File: config.mk
export PLATFORM = sky130hd
export DESIGN_NAME = decoupled_v_rx_fifo_flat
export DESIGN_NICKNAME = d
export VERILOG_FILES = /design/src/rtl/decoupled_v_rx_fifo_if.sv /design/src/rtl/decoupled_v_rx_fifo.sv /design/src/flat_wrapper.sv
export SDC_FILE = /design/constraint.sdc
export NUM_CORES = 1
export LEC_CHECK = 0
export CAP_MARGIN = 30
export CORE_ASPECT_RATIO = 0.6
export CORE_MARGIN = 5
export CORE_UTILIZATION = 55
export DETAILED_ROUTE_END_ITERATION = 8
export GPL_TIMING_DRIVEN = 0
export PLACE_DENSITY = 0.81
export SLEW_MARGIN = 25
export SYNTH_ARGS = -nofsm -noshare
export SYNTH_HDL_FRONTEND = slang
export SYNTH_SLANG_ARGS = --single-unit
File: constraint.sdc
create_clock -name clk -period 7.07 [get_ports clk]
set_input_delay 0.707 -clock clk [delete_from_list [all_inputs] [get_ports clk]]
set_output_delay 0.707 -clock clk [all_outputs]
set_load 0.005 [all_outputs]
File: src/rtl/decoupled_v_rx_fifo_if.sv
// Bundle for the valid-only input stream and the ready/valid output stream of decoupled_v_rx_fifo.
interface decoupled_v_rx_fifo_if #(
    parameter int DataWidth = 64
);
    logic                 in_valid;
    logic [DataWidth-1:0] in_data;
    logic                 out_valid;
    logic [DataWidth-1:0] out_data;
    logic                 out_ready;

    // The FIFO sinks the input stream and sources the output stream.
    modport slave (
        input  in_valid,
        input  in_data,
        input  out_ready,
        output out_valid,
        output out_data
    );

    // The surrounding environment is the producer and the consumer.
    modport master (
        output in_valid,
        output in_data,
        output out_ready,
        input  out_valid,
        input  out_data
    );
endinterface

File: src/rtl/decoupled_v_rx_fifo.sv
// Buffers a valid-only stream into a small FIFO for a stallable consumer.
// Beats that arrive while full and not draining are dropped, counted and flagged.
module decoupled_v_rx_fifo #(
    parameter int DataWidth = 64,
    parameter int Depth     = 4,
    localparam int PtrW     = $clog2(Depth),
    localparam int CntW     = $clog2(Depth + 1)
) (
    input  logic                   clk,
    input  logic                   rst,
    decoupled_v_rx_fifo_if.slave   bus,
    output logic [CntW-1:0]        count,
    output logic                   almost_full,
    output logic                   overflow,
    output logic [15:0]            drop_count,
    input  logic                   clr_overflow
);

    logic [DataWidth-1:0] mem_q [Depth];
    logic [PtrW-1:0]      rd_ptr_q, rd_ptr_d;
    logic [PtrW-1:0]      wr_ptr_q, wr_ptr_d;
    logic [CntW-1:0]      count_q, count_d;
    logic                 almost_full_q, almost_full_d;
    logic                 overflow_q, overflow_d;
    logic [15:0]          drop_count_q, drop_count_d;

    logic full;
    logic pop;
    logic push;
    logic drop;

    assign full = (count_q == CntW'(Depth));
    assign pop  = (count_q != '0) && bus.out_ready;
    assign push = bus.in_valid && (!full || pop);
    assign drop = bus.in_valid && full && !pop;

    always_comb begin
        rd_ptr_d      = rd_ptr_q;
        wr_ptr_d      = wr_ptr_q;
        count_d       = count_q;
        overflow_d    = overflow_q;
        drop_count_d  = drop_count_q;

        if (pop)  rd_ptr_d = rd_ptr_q + 1'b1;
        if (push) wr_ptr_d = wr_ptr_q + 1'b1;

        case ({push, pop})
            2'b10:   count_d = count_q + 1'b1;
            2'b01:   count_d = count_q - 1'b1;
            default: count_d = count_q;
        endcase

        // A drop in the same cycle as a clear wins, so the new drop is never lost.
        if (drop) begin
            overflow_d = 1'b1;
            if (clr_overflow)
                drop_count_d = 16'd1;
            else if (drop_count_q != 16'hFFFF)
                drop_count_d = drop_count_q + 16'd1;
        end else if (clr_overflow) begin
            overflow_d   = 1'b0;
            drop_count_d = 16'd0;
        end

        almost_full_d = (count_d >= CntW'(Depth - 1));
    end

    always_ff @(posedge clk) begin
        if (rst) begin
            rd_ptr_q      <= '0;
            wr_ptr_q      <= '0;
            count_q       <= '0;
            almost_full_q <= 1'b0;
            overflow_q    <= 1'b0;
            drop_count_q  <= 16'd0;
        end else begin
            rd_ptr_q      <= rd_ptr_d;
            wr_ptr_q      <= wr_ptr_d;
            count_q       <= count_d;
            almost_full_q <= almost_full_d;
            overflow_q    <= overflow_d;
            drop_count_q  <= drop_count_d;
        end
    end

    // Storage is not reset; a reset-cycle beat is blocked so it cannot land in the array.
    always_ff @(posedge clk) begin
        if (push && !rst)
            mem_q[wr_ptr_q] <= bus.in_data;
    end

    assign bus.out_valid = (count_q != '0);
    assign bus.out_data  = mem_q[rd_ptr_q];
    assign count         = count_q;
    assign almost_full   = almost_full_q;
    assign overflow      = overflow_q;
    assign drop_count    = drop_count_q;

endmodule
File: src/flat_wrapper.sv
// flat-port wrapper written by rule: the top's interface ports become plain ports
module decoupled_v_rx_fifo_flat 
#(
    parameter int DataWidth = 64,
    parameter int Depth     = 4,
    localparam int PtrW     = $clog2(Depth),
    localparam int CntW     = $clog2(Depth + 1)
)
  (clk, rst, count, almost_full, overflow, drop_count, clr_overflow, bus_in_valid, bus_in_data, bus_out_ready, bus_out_valid, bus_out_data);
  decoupled_v_rx_fifo_if #(.DataWidth(DataWidth)) bus_i ();
  input  logic clk;
  input  logic rst;
  output logic [CntW-1:0] count;
  output logic almost_full;
  output logic overflow;
  output logic [15:0] drop_count;
  input  logic clr_overflow;
  input wire logic [$bits(bus_i.in_valid)-1:0] bus_in_valid;
  input wire logic [$bits(bus_i.in_data)-1:0] bus_in_data;
  input wire logic [$bits(bus_i.out_ready)-1:0] bus_out_ready;
  output wire logic [$bits(bus_i.out_valid)-1:0] bus_out_valid;
  output wire logic [$bits(bus_i.out_data)-1:0] bus_out_data;
  assign bus_i.in_valid = bus_in_valid;
  assign bus_i.in_data = bus_in_data;
  assign bus_i.out_ready = bus_out_ready;
  assign bus_out_valid = bus_i.out_valid;
  assign bus_out_data = bus_i.out_data;
  decoupled_v_rx_fifo #(.DataWidth(DataWidth), .Depth(Depth)) u_core (.clk(clk), .rst(rst), .bus(bus_i), .count(count), .almost_full(almost_full), .overflow(overflow), .drop_count(drop_count), .clr_overflow(clr_overflow));
endmodule
==> reports/results.txt, run 1 <==
Timing analysis after detailed placement gives a worst setup slack of 3.647 ns. Sequential cell area in the final layout: 0.008228 mm^2. In this run, synthesis inferred 256 flip-flops with an integrated enable. The clock root buffer was sky130_fd_sc_hd__clkbuf_16. The largest net degree at the start of global routing was 39.

For the hold buffer count at CTS, the log shows 0. Data on the critical path arrives at its endpoint at 2.95 ns. The area growth from synthesis to layout is 25.48%. Clock tree synthesis inserted a total of 25 buffers. For the core region area, the log shows 0.01908 mm^2.

The number of port buffers was 154. The initial antenna violation count is 3, and the maximum ir drop on the vdd rail is 0.2197 mV. Cell count after synthesis: 509. For the post-route DRC violation count, the log shows 0. Synthesis instantiated 46 different standard cells from the library. At the end of routability-driven placement, the weighted congestion stood at 0.9089. Global routing used 19.77% of the available tracks. The number of design-rule violations left by the first detailed-router iteration was 511; the count of antenna diodes in the layout was 0. The logs give 0 for the max-cap violation count and 34780 um for the global-route wire length before repair. Number of post-CTS setup repair buffers: 0. In the final design database the tool counted 770 nets.

Measured along the y axis, the die boundary spans 118.1 um. The critical path goes through clkbuf_1, buf_2, mux4_2, clkdlybuf4s50_1. The critical hold path startpoint was u_core.overflow. The tools report the clock skew as 0.02369 ns.

Setup repair after global routing left no endpoint under its margin. The tools report the total setup violations reported at the end of the flow as 0. By area the synthesized netlist is led by sky130_fd_sc_hd__edfxtp_1 72%, sky130_fd_sc_hd__mux4_2 13%, sky130_fd_sc_hd__dfxtp_1 5.0%. The post-synthesis net count came out at 585. For this design the static power due to leakage is 4.246 nW. On the worst path, the slowest cell contributes a delay of 0.62 ns.

The initial core utilization is 56.14%. Summed over its instances, the top area cell type makes up 71.77% of the synthesized netlist area. The slew at the pin closest to its max-slew limit was 0.7554 ns; the total number of yosys warnings was 0.

Measured against its own limit, the worst slew margin works out to 49.64%. The number of instances resized during post-cts repair is 0, and the fraction of the cycle the final worst path needs is 51.79%. The tools report the final instance area as 0.01344 mm^2. In this run the power density over the cells is 308.1 mW/mm^2. TritonCTS built the clock tree.

The sum of buffers and inverters on the critical path is 3, and the clock net sink count is 283. Number of nets with antenna violations after detailed routing: 0. Counting flops and latches in the post-synthesis netlist gives 283. STA classifies the critical path endpoint as a primary output. Once routing completed, OpenROAD measured the worst setup slack at 3.408 ns. The worst setup path is launched from a flip-flop.

In this run the count of I/O pins placed on the die edge is 155. The die covers 0.02246 mm^2. The deepest level of the CTS H-tree is 1, and the clock-pin slew of the registers on the worst-case setup and hold paths is 0.08 ns.

The run finished with clean final reports. The share of cells above drive strength 1 was 17.42%; the number of optimization iterations in the first detailed-route pass was 5. The die is 190.2 um wide. For the total overflow reported by the global router, the log shows 0.

The run gives 6045 as the number of global-route vias before repair. Fmax: 273.1 MHz. The worst register-to-register path begins at u_core.count[1]. The maximum root-to-sink buffer count was 3. The share of the Yosys chip area taken by registers is 76.81%.

After detailed routing, the number of vias per cell comes to 5.806. Grouping stages by cell kind, the critical path spends the most delay in buffers and inverters. In the synthesized netlist the async set-or-reset flop fraction comes to 0%. In the final routed layout, each cell accounts on average for 22.92 um. After synthesis, the mean cell area works out to 21.04 um^2.

The number of max-slew violations in the final report was 0; the total routed wirelength was 22410 um. After detailed placement, the total cell area comes to 0.01268 mm^2. The routed design could run at a clock period as short as 3.662 ns. Leading register cell type out of synthesis: sky130_fd_sc_hd__edfxtp_1. For the worst-skew pair, the clock arrives at the later sink with an insertion delay of 0.52 ns.

The maximum fanout count along the critical path was 10. The logs give 0 for the number of hold violations in the final report and 5678 for the vias after detailed routing. Half-perimeter wire length after detailed placement: 15020 um. The highest-delay cell along the critical path was sky130_fd_sc_hd__mux4_2. The filler cell count in the final layout is 1173. The number of placement rows was 39; the combined area of the multi-input logic cells was 0.002352 mm^2. For the final sum of negative setup slack, the log shows 0 ns. The worst endpoint required time is 6.36 ns. Cell taking the most area after synthesis: sky130_fd_sc_hd__edfxtp_1. The run gives 0.01071 mm^2 as the area of the mapped netlist. The type of the worst setup path is reg2out. The min-delay analysis places its worst path in the category reg2reg.
[path summary, 6_finish.rpt]
path	to	slack [ns]	cells after the start
max	bus_out_data[35]	3.41	4
min	u_core.overflow	0.46	2
max reg2reg	u_core.almost_full	4.33	7
min reg2reg	u_core.overflow	0.46	2
[routing by layer]
| layer | track usage [%] | share of wire (%) | vias up |
|---|---|---|---|
| met4 | 3.139 | 1.4 | 6 |
| met3 | 6.669 | 10 | 39 |
| met5 | 0 | 0.18 | - |
| met2 | 28.92 | 44 | 273 |
| li1 | - | - | 2483 |
| met1 | 30.06 | 44 | 2877 |
[worst min-delay path, delay by kind of cell, from the launching register on]
family	cells	cell delay [ns]
compound gates	1	0.05
simple gates	1	0.05
flops	1	0.31
[cell usage after synthesis (all sizes together), types with 3 or more instances]
cell and n:
a21oi 7, edfxtp 256, nand2 20, nand4 3, a211oi 5, nand3 12, buf 6, dfxtp 27
xnor2 3, mux2i 10, nor2 10, nor4 4, ha 6, or3 12, and3 5, and2 4
clkbuf 16, mux4 64, inv 8
[flip-flops by register name (all words and copies together) (netlist names), named ones only]
register            count
u_core.drop_count      16
u_core.overflow         1
u_core.almost_full      1
u_core.wr_ptr_q         2
u_core.rd_ptr_q         2
u_core.mem_q          256
u_core.count            3
[cells by family after synthesis]
kind of cell / Yosys count / synth area share [%]
flip-flops: 283 / 76.81
buffers and inverters: 30 / 1.320
XOR/XNOR: 5 / 0.4089
AO/OA/AOI/OAI: 30 / 2.033
adder cells (fa/ha/maj): 7 / 0.8877
AND/OR/NAND/NOR: 80 / 4.147
multiplexers: 74 / 14.39
[area by class of cell]
class,instances,area share (%)
flip-flops and latches,283,61.22
multi-input cells,196,17.50
repair buffers,158,12.06
clock buffers,37,5.213
well taps,266,2.476
plain buffers,22,0.8285
clock inverters,8,0.4748
inverters,8,0.2234
[power breakdown]
part	leakage, nW	internal [mW]	switching (mW)	total, mW
combinational	1.32	0.545	0.380	0.925
sequential	2.54	1.90	0.0306	1.93
clock	0.379	0.721	0.561	1.28
[placed cells by master (no fill, tap or decap), drive strengths merged, types with 6 or more instances in the layout]
master,instances
a21oi,7
buf,10
clkbuf,53
clkdlybuf4s50,154
clkinv,7
dfxtp,27
edfxtp,256
ha,6
inv,8
mux2i,10
mux4,64
nand2,20
nand3,12
nor2,10
or3,12
[metrics by stage]
step | hold WS [ns] | util (%) | total power [mW] | cells
CTS | 0.4585 | 70.44 | 4.186 | 978
global placement | 0.4474 | 65.96 | 2.882 | 929
floorplan | 0.4527 | - | 2.429 | 509
global route | 0.4911 | 70.44 | 4.317 | 978
detailed placement | 0.4485 | 66.44 | 2.906 | 933
finish | 0.4582 | 70.44 | 4.142 | 978
(Power assumes the default switching activity.)
==> inputs of run 2 (changes only) <==
--- a/config.mk
+++ b/config.mk
@@ -8,10 +8,10 @@
 export CAP_MARGIN = 30
 export CORE_ASPECT_RATIO = 0.6
 export CORE_MARGIN = 5
-export CORE_UTILIZATION = 55
+export CORE_UTILIZATION = 54
 export DETAILED_ROUTE_END_ITERATION = 8
 export GPL_TIMING_DRIVEN = 0
-export PLACE_DENSITY = 0.81
+export PLACE_DENSITY = 0.79
 export SLEW_MARGIN = 25
 export SYNTH_ARGS = -nofsm -noshare
 export SYNTH_HDL_FRONTEND = slang
==> constraint.sdc (replaced) <==
create_clock -name clk -period 3.8 [get_ports clk]
set_input_delay 0.38 -clock clk [delete_from_list [all_inputs] [get_ports clk]]
set_output_delay 0.38 -clock clk [all_outputs]
set_load 0.005 [all_outputs]
==> run 2 against run 1 <==
Count of clock-buffer cells in the layout fell by 5. Combinational power rose by 85%. Core utilization fell by 0.16 points. Flip-flop and latch count did not move. Worst hold slack improved by 0.016 ns. Cell count rose by 0.31%. First-iteration DRC count fell by 19%. Sequential power rose by 87%. Sequential share of layout area fell by 0.49 points. Wire length rose by 1.9%. Non-clock buffer count did not move. Global-route usage rose by 0.41 points. Critical endpoint is now bus_out_data[31]. Largest cell class unchanged. Highest routed layer unchanged.
==> reports/results.txt, run 2 (synthesis results as in run 1) <==
The flow ran to the end, and the final reports show no timing, DRC or antenna violations. The tools report the proportion of power drawn by flip-flops and latches as 45.6%. The library cells used most frequently in the layout, excluding fill and tap cells, are 256 x sky130_fd_sc_hd__edfxtp_1, 154 x sky130_fd_sc_hd__clkdlybuf4s50_1, 64 x sky130_fd_sc_hd__mux4_2, 27 x sky130_fd_sc_hd__dfxtp_1, 27 x sky130_fd_sc_hd__clkbuf_16. The clock period minus final worst setup slack was 3.307 ns.

In this run the standard cell core region covers 0.01927 mm^2. The height of the chip was 119.1 um. The highest-delay cell along the critical path was sky130_fd_sc_hd__clkbuf_1. Number of global-route vias before repair: 5929. In this run the post-CTS setup repair buffer count came out at 0. In this run the count of I/O pins placed on the die edge is 155. The total routed wirelength was 22850 um; the deepest level of the CTS H-tree was 1. Broken down by cell family, the worst path's largest delay share belongs to buffers and inverters. The reported leakage power came out at 4.284 nW.

The library cell used most frequently in the layout, excluding fill and tap cells, is sky130_fd_sc_hd__edfxtp_1. STA puts the critical path data arrival time at 2.93 ns. The first TritonRoute pass finished after 5 iterations.

More flip-flops sit in one register than any other, and that register is u_core.mem_q. The clock root buffer is sky130_fd_sc_hd__clkbuf_16. Summed over all nets, the half-perimeter wirelength after detailed placement is 14900 um. TritonCTS built the clock tree. After clock tree synthesis, the clock-pin slew on the worst setup and hold paths is 0.06 ns. The clock network accounts for 32.8% of the total power.

The clock passes through at most 3 buffers. After detailed routing, the number of remaining DRC violations is 0. The area growth from synthesis to layout is 26.48%. The switching power as a share of total power is 23.29%, and the sum of buffers and inverters on the critical path is 3. 0 antenna diodes ended up in the layout.

The power per cell area was 583.5 mW/mm^2. The net count of the finished layout is 771. The detailed router placed 5689 vias in this run. The die width was 191.8 um; the worst endpoint required time was 3.42 ns.

The number of max-slew violations in the final report was 0. In this run, the number of DRC markers left after iteration 0 of detailed routing was 414. The register with the most flip-flops in the layout has 256 of them. The clock arrives with 0.007093 ns of skew. Hold buffer count at CTS: 0. The tools report the number of placement rows as 39. On the worst path, the slowest cell contributes a delay of 0.64 ns. The number of port buffers is 154, and the slew at the pin closest to its max-slew limit is 0.7482 ns.

Global routing consumed, over all layers together, 20.18% of the routing resources. Setup violations remaining at the end of the flow were counted as 0. In this run, CTS created clock tree buffers numbering 26. In the final layout, the share of cells above drive strength 1 is 17.48%. The tools report the clock insertion delay at the later pin of the skew report as 0.51 ns.

Dividing the detail-routed via count by the number of cells gives 5.799. The run gives 302.4 MHz as the fmax. The fraction of the cycle the final worst path needs is 87.03%. The cell-internal power was 6.064 mW. For the total die area, the log shows 0.02285 mm^2.

Combinational logic is responsible for 21.7% of the overall power. The critical path goes through clkbuf_1, clkbuf_1, mux4_2, clkdlybuf4s50_1. Setup repair after global routing left no endpoint under its margin. The clock net sink count was 283; the initial antenna violation count was 1. At the end of routability-driven placement, the weighted congestion stood at 0.9075.

Of all nets on the critical path, the largest fanout is 10. For the final sum of negative setup slack, the log shows 0 ns. Summed over all layers, the global routing overflow is 0.

The number of nets with antenna violations after detailed routing is 0, and the reported net switching power is 1.841 mW. The first global-routing pass estimated 35310 um of wire. The critical path capture point type is a primary output.

Entering global routing, the biggest net connects 46 pins. Average wire length per cell after detail routing: 23.29 um. The tool flagged a number of max-cap violations equal to 0. Across the VDD grid, the largest voltage drop is 0.4403 mV.

The worst pin sits at a relative slew slack of 50.12%. The tools report the total chip power as 7.905 mW. The worst setup path is of the reg2out kind. Worst min-delay path class: reg2reg.

Cell with the most instances on the worst path: sky130_fd_sc_hd__clkbuf_1. The number of instances resized during post-cts repair was 0; the number of hold violations in the final report was 0. The kind of start point of the critical path is a flip-flop. Once the floorplan was initialized, standard cells occupied 55.57% of the core.
-- run 2: path summary, 6_finish.rpt --
| path | start | cells past startpoint | end | slack, ns |
|---|---|---|---|---|
| worst max-delay path | flip-flop | 4 | bus_out_data[31] | 0.49 |
| worst min register to register | u_core.overflow | 2 | u_core.overflow | 0.47 |
| worst max register to register | u_core.count[1] | 7 | u_core.almost_full | 1.18 |
| worst min-delay path | u_core.overflow | 2 | u_core.overflow | 0.47 |
-- run 2: cell type report --
class	count	area (um^2)
clock buffers	32	694.4
clock inverters	16	162.7
well taps	266	332.8
fillers	1182	5727
repair buffers	158	1637
inverters	8	30.03
multi-input cells	196	2352
plain buffers	22	111.4
flip-flops and latches	283	8228
-- run 2: per-stage QoR --
| stage | hold WS [ns] | area (um^2) | utilization (%) | instances | setup slack [ns] |
|---|---|---|---|---|---|
| 6_report | 0.4743 | 13550 | 70.29 | 981 | 0.4929 |
| 5_1_grt | 0.4700 | 13550 | 70.29 | 981 | 0.2959 |
| 4_1_cts | 0.4695 | 13550 | 70.29 | 981 | 0.4076 |
| 3_5_place_dp | 0.4559 | 12690 | 65.84 | 933 | 0.7960 |
| 3_3_place_gp | 0.4507 | 12590 | 65.30 | 929 | -0.5867 |
| 2_1_floorplan | 0.4527 | 10710 | - | 509 | 0.9486 |
-- run 2: power groups by stage --
stage / clock, mW / sequential [mW] / combinational, mW
floorplan: 0 / 3.66 / 0.862
global placement: 0 / 3.67 / 1.69
detailed placement: 0 / 3.67 / 1.73
CTS: 2.64 / 3.60 / 1.75
global route: 2.79 / 3.61 / 1.84
finish: 2.59 / 3.60 / 1.71
-- run 2: tightest hold or removal path: stages, from the launching register on --
cell                      delay, ns
sky130_fd_sc_hd__dfxtp_1       0.31
sky130_fd_sc_hd__nand2_1       0.06
sky130_fd_sc_hd__a21oi_1       0.06
-- run 2: per-layer routing --
| metal | global-route usage [%] | share of wire [%] | vias to the layer above | wire [um] |
|---|---|---|---|---|
| met3 | 5.117 | 8.9 | 34 | 2030 |
| met5 | 0 | 0.057 | - | 13 |
| met1 | 30.97 | 43 | 2931 | 9821 |
| li1 | - | - | 2487 | - |
| met4 | 3.812 | 1.6 | 2 | 358 |
| met2 | 30.11 | 46 | 235 | 10620 |
==> inputs of run 3 (changes only) <==
--- a/config.mk
+++ b/config.mk
@@ -11,7 +11,7 @@
 export CORE_UTILIZATION = 54
 export DETAILED_ROUTE_END_ITERATION = 8
 export GPL_TIMING_DRIVEN = 0
-export PLACE_DENSITY = 0.79
+export PLACE_DENSITY = 0.77
 export SLEW_MARGIN = 25
 export SYNTH_ARGS = -nofsm -noshare
 export SYNTH_HDL_FRONTEND = slang
==> run 3 against run 2 <==
Count of clock-buffer cells in the layout is 1 higher. Maximum frequency rose by 1.7%. Worst hold slack worse by 0.0068 ns. Design area shrank 0.67%. Core utilization decreased by 0.47 points. Highest routed layer is now met4.
==> reports/results.txt, run 3 (synthesis results as in run 1) <==
Wires add up to 22150 um. The logs give 0.4168 mV for the maximum ir drop on the vdd rail and 34000 um for the global-route wire length before repair. The number of hold violations in the final report came out at 0. The placed instances occupy a cell area of 0.01268 mm^2. The detailed router finished its first iteration with 397 violations. The HPWL after detailed placement is 14500 um. The share of the core filled with cells was 69.82%. Counting the fill cells in the layout gives 1184. Subtracting the final worst setup slack from the clock period gives 3.251 ns. In this run the remaining antenna-violating nets after routing total 0.

After detailed routing, the number of remaining DRC violations is 0. The logs give 0.02285 mm^2 for the total die area and 3 for the maximum root-to-sink buffer count. By startpoint and endpoint, the worst setup path is classified as reg2out.

The slowest stage of the critical path is the sky130_fd_sc_hd__mux4_2 cell. Dividing the detail-routed wire length by the instance count gives 22.58 um. The vias after detailed routing is 5652, and the length in cells of the worst reg-to-reg path is 7. 155 I/O pins were placed. The share of cells above drive strength 1 works out to 17.34%.

The run gives 0 ns as the final sum of negative setup slack. In the routed layout, each cell is associated on average with a via count of 5.761. The maximum fanout count along the critical path works out to 10. The most common cell after layout, fill and taps aside is sky130_fd_sc_hd__edfxtp_1.

In the layout the commonest cells are 256 x sky130_fd_sc_hd__edfxtp_1, 154 x sky130_fd_sc_hd__clkdlybuf4s50_1, 64 x sky130_fd_sc_hd__mux4_2, 27 x sky130_fd_sc_hd__dfxtp_1, 27 x sky130_fd_sc_hd__clkbuf_16. The region available for standard cell placement spans 0.01927 mm^2. The flow ran to the end, and the final reports show no timing, DRC or antenna violations. Setup repair after global routing left no endpoint under its margin.

Together, buffers and inverters on the worst path number 3. Measured along the y axis, the die boundary spans 119.1 um. The number of optimization iterations in the first detailed-route pass was 5.

The design draws 7.669 mW. The tools report the critical path capture point type as a primary output. Reported leakage power: 4.245 nW.

The clock net sink count is 283. The slew at the pin closest to its max-slew limit was 0.9240 ns. The flip-flop count of the largest register, all copies and words added works out to 256.

Across the run, the number of max-cap violations was 0. At the end of routability-driven placement, the weighted congestion stood at 0.8882. The total overflow reported by the global router is 0. The largest net degree at the start of global routing came out at 39. Worst min-delay path class: reg2reg. Fraction of the cycle the final worst path needs: 85.56%.

The die width was 191.8 um; the clock insertion delay at the later pin of the skew report was 0.52 ns. STA classifies the critical path startpoint as a flip-flop. Clock-pin slew of the registers on the worst-case setup and hold paths: 0.07 ns.

The number of global-route vias before repair was 5912; the number of port buffers was 154. The tools report the count of antenna diodes in the layout as 0. Measured against its own limit, the worst slew margin works out to 36.81%. Buffers added to address setup during post-CTS repair amount to 0. On the critical path the largest part of the delay comes from buffers and inverters. Register bank with the most flops: u_core.mem_q.

In this run the power density over the cells is 569.9 mW/mm^2. The final instance area was 0.01346 mm^2. The deepest level of the CTS H-tree came out at 1.

The clock root buffer was sky130_fd_sc_hd__clkbuf_16. The hold buffer count at CTS came out at 0. The signal on the critical path passes through clkbuf_1, buf_2, mux4_2, clkdlybuf4s50_1. The logs give 19.30% for the all-layer global routing usage and 0 for the number of max-slew violations in the final report.

For the number of nets in the layout, the log shows 771. Data on the critical path is required at its endpoint by 3.42 ns. Between clock sinks in the finished design, the worst skew comes to 0.01517 ns.

The fmax was 307.6 MHz. The tools report the CTS buffer count as 26. The critical path depth came out at 4.

The number of cells on the worst hold path is 2, and the area added between synthesis and finish is 25.63%. The floorplan has 39 rows. Data on the critical path arrives at its endpoint at 2.87 ns. TritonCTS built the clock tree.

The initial core utilization is 55.57%, and the total setup violations reported at the end of the flow is 0. Gates resized during post-CTS repair numbered 0. Initial antenna violation count: 0. The largest single stage delay on the critical path is 0.61 ns.
==> run 3: cell count changes in the layout (fill, tap and decap cells not counted) <==
cell / previous run / this run
sky130_fd_sc_hd__bufinv_16: 3 / 0
sky130_fd_sc_hd__clkinv_2: 3 / 5
sky130_fd_sc_hd__buf_12: 2 / 3
sky130_fd_sc_hd__buf_16: 2 / 1
sky130_fd_sc_hd__clkbuf_1: 18 / 19
sky130_fd_sc_hd__clkinv_4: 0 / 1
sky130_fd_sc_hd__clkinv_8: 1 / 0
==> run 3: report_power, final <==
| group | switching, mW | internal [mW] |
|---|---|---|
| registers | 0.0596 | 3.54 |
| logic | 0.698 | 1.01 |
| clock network | 1.05 | 1.30 |
| total | 1.81 | 5.86 |
==> run 3: worst register-to-register path: stages, from the launching register on <==
cell and delay, ns:
sky130_fd_sc_hd__dfxtp_1 0.39, sky130_fd_sc_hd__or4b_2 0.72, sky130_fd_sc_hd__nand2_1 0.18, sky130_fd_sc_hd__ha_1 0.23, sky130_fd_sc_hd__fa_1 0.42, sky130_fd_sc_hd__mux2i_1 0.19
sky130_fd_sc_hd__nor3_1 0.07, sky130_fd_sc_hd__or2_2 0.28
==> run 3: final timing paths <==
check	start	to	slack, ns
worst max-delay path	flip-flop	bus_out_data[26]	0.55
worst min register to register	u_core.overflow	u_core.overflow	0.47
worst min-delay path	u_core.overflow	u_core.overflow	0.47
worst max register to register	u_core.count[1]	u_core.almost_full	1.20
==> run 3: per-layer routing <==
layer  GRT usage, %  up-vias  wire, um
met5              0        -         0
met4          2.915        0       229
met3          5.585       21      1913
met2          29.45      209     10170
met1          28.83     2932      9838
li1               -     2490         -
==> run 3: layout make-up <==
| class | count | area, um^2 | area share [%] |
|---|---|---|---|
| Timing Repair Buffer | 158 | 1629 | 12.11 |
| Buffer | 22 | 111.4 | 0.8275 |
| Sequential cell | 283 | 8228 | 61.14 |
| Clock buffer | 33 | 698.2 | 5.188 |
| Tap cell | 266 | 332.8 | 2.473 |
| Multi-Input combinational cell | 196 | 2352 | 17.48 |
| Clock inverter | 15 | 75.07 | 0.5579 |
| Inverter | 8 | 30.03 | 0.2232 |
==> run 3: through the flow <==
stage | std cells | hold WS (ns) | setup WS, ns
5_1_grt | 981 | 0.4860 | 0.3377
4_1_cts | 981 | 0.4680 | 0.4563
6_report | 981 | 0.4675 | 0.5487
3_3_place_gp | 929 | 0.4446 | -0.7030
2_1_floorplan | 509 | 0.4527 | 0.9486
3_5_place_dp | 933 | 0.4590 | 0.8281
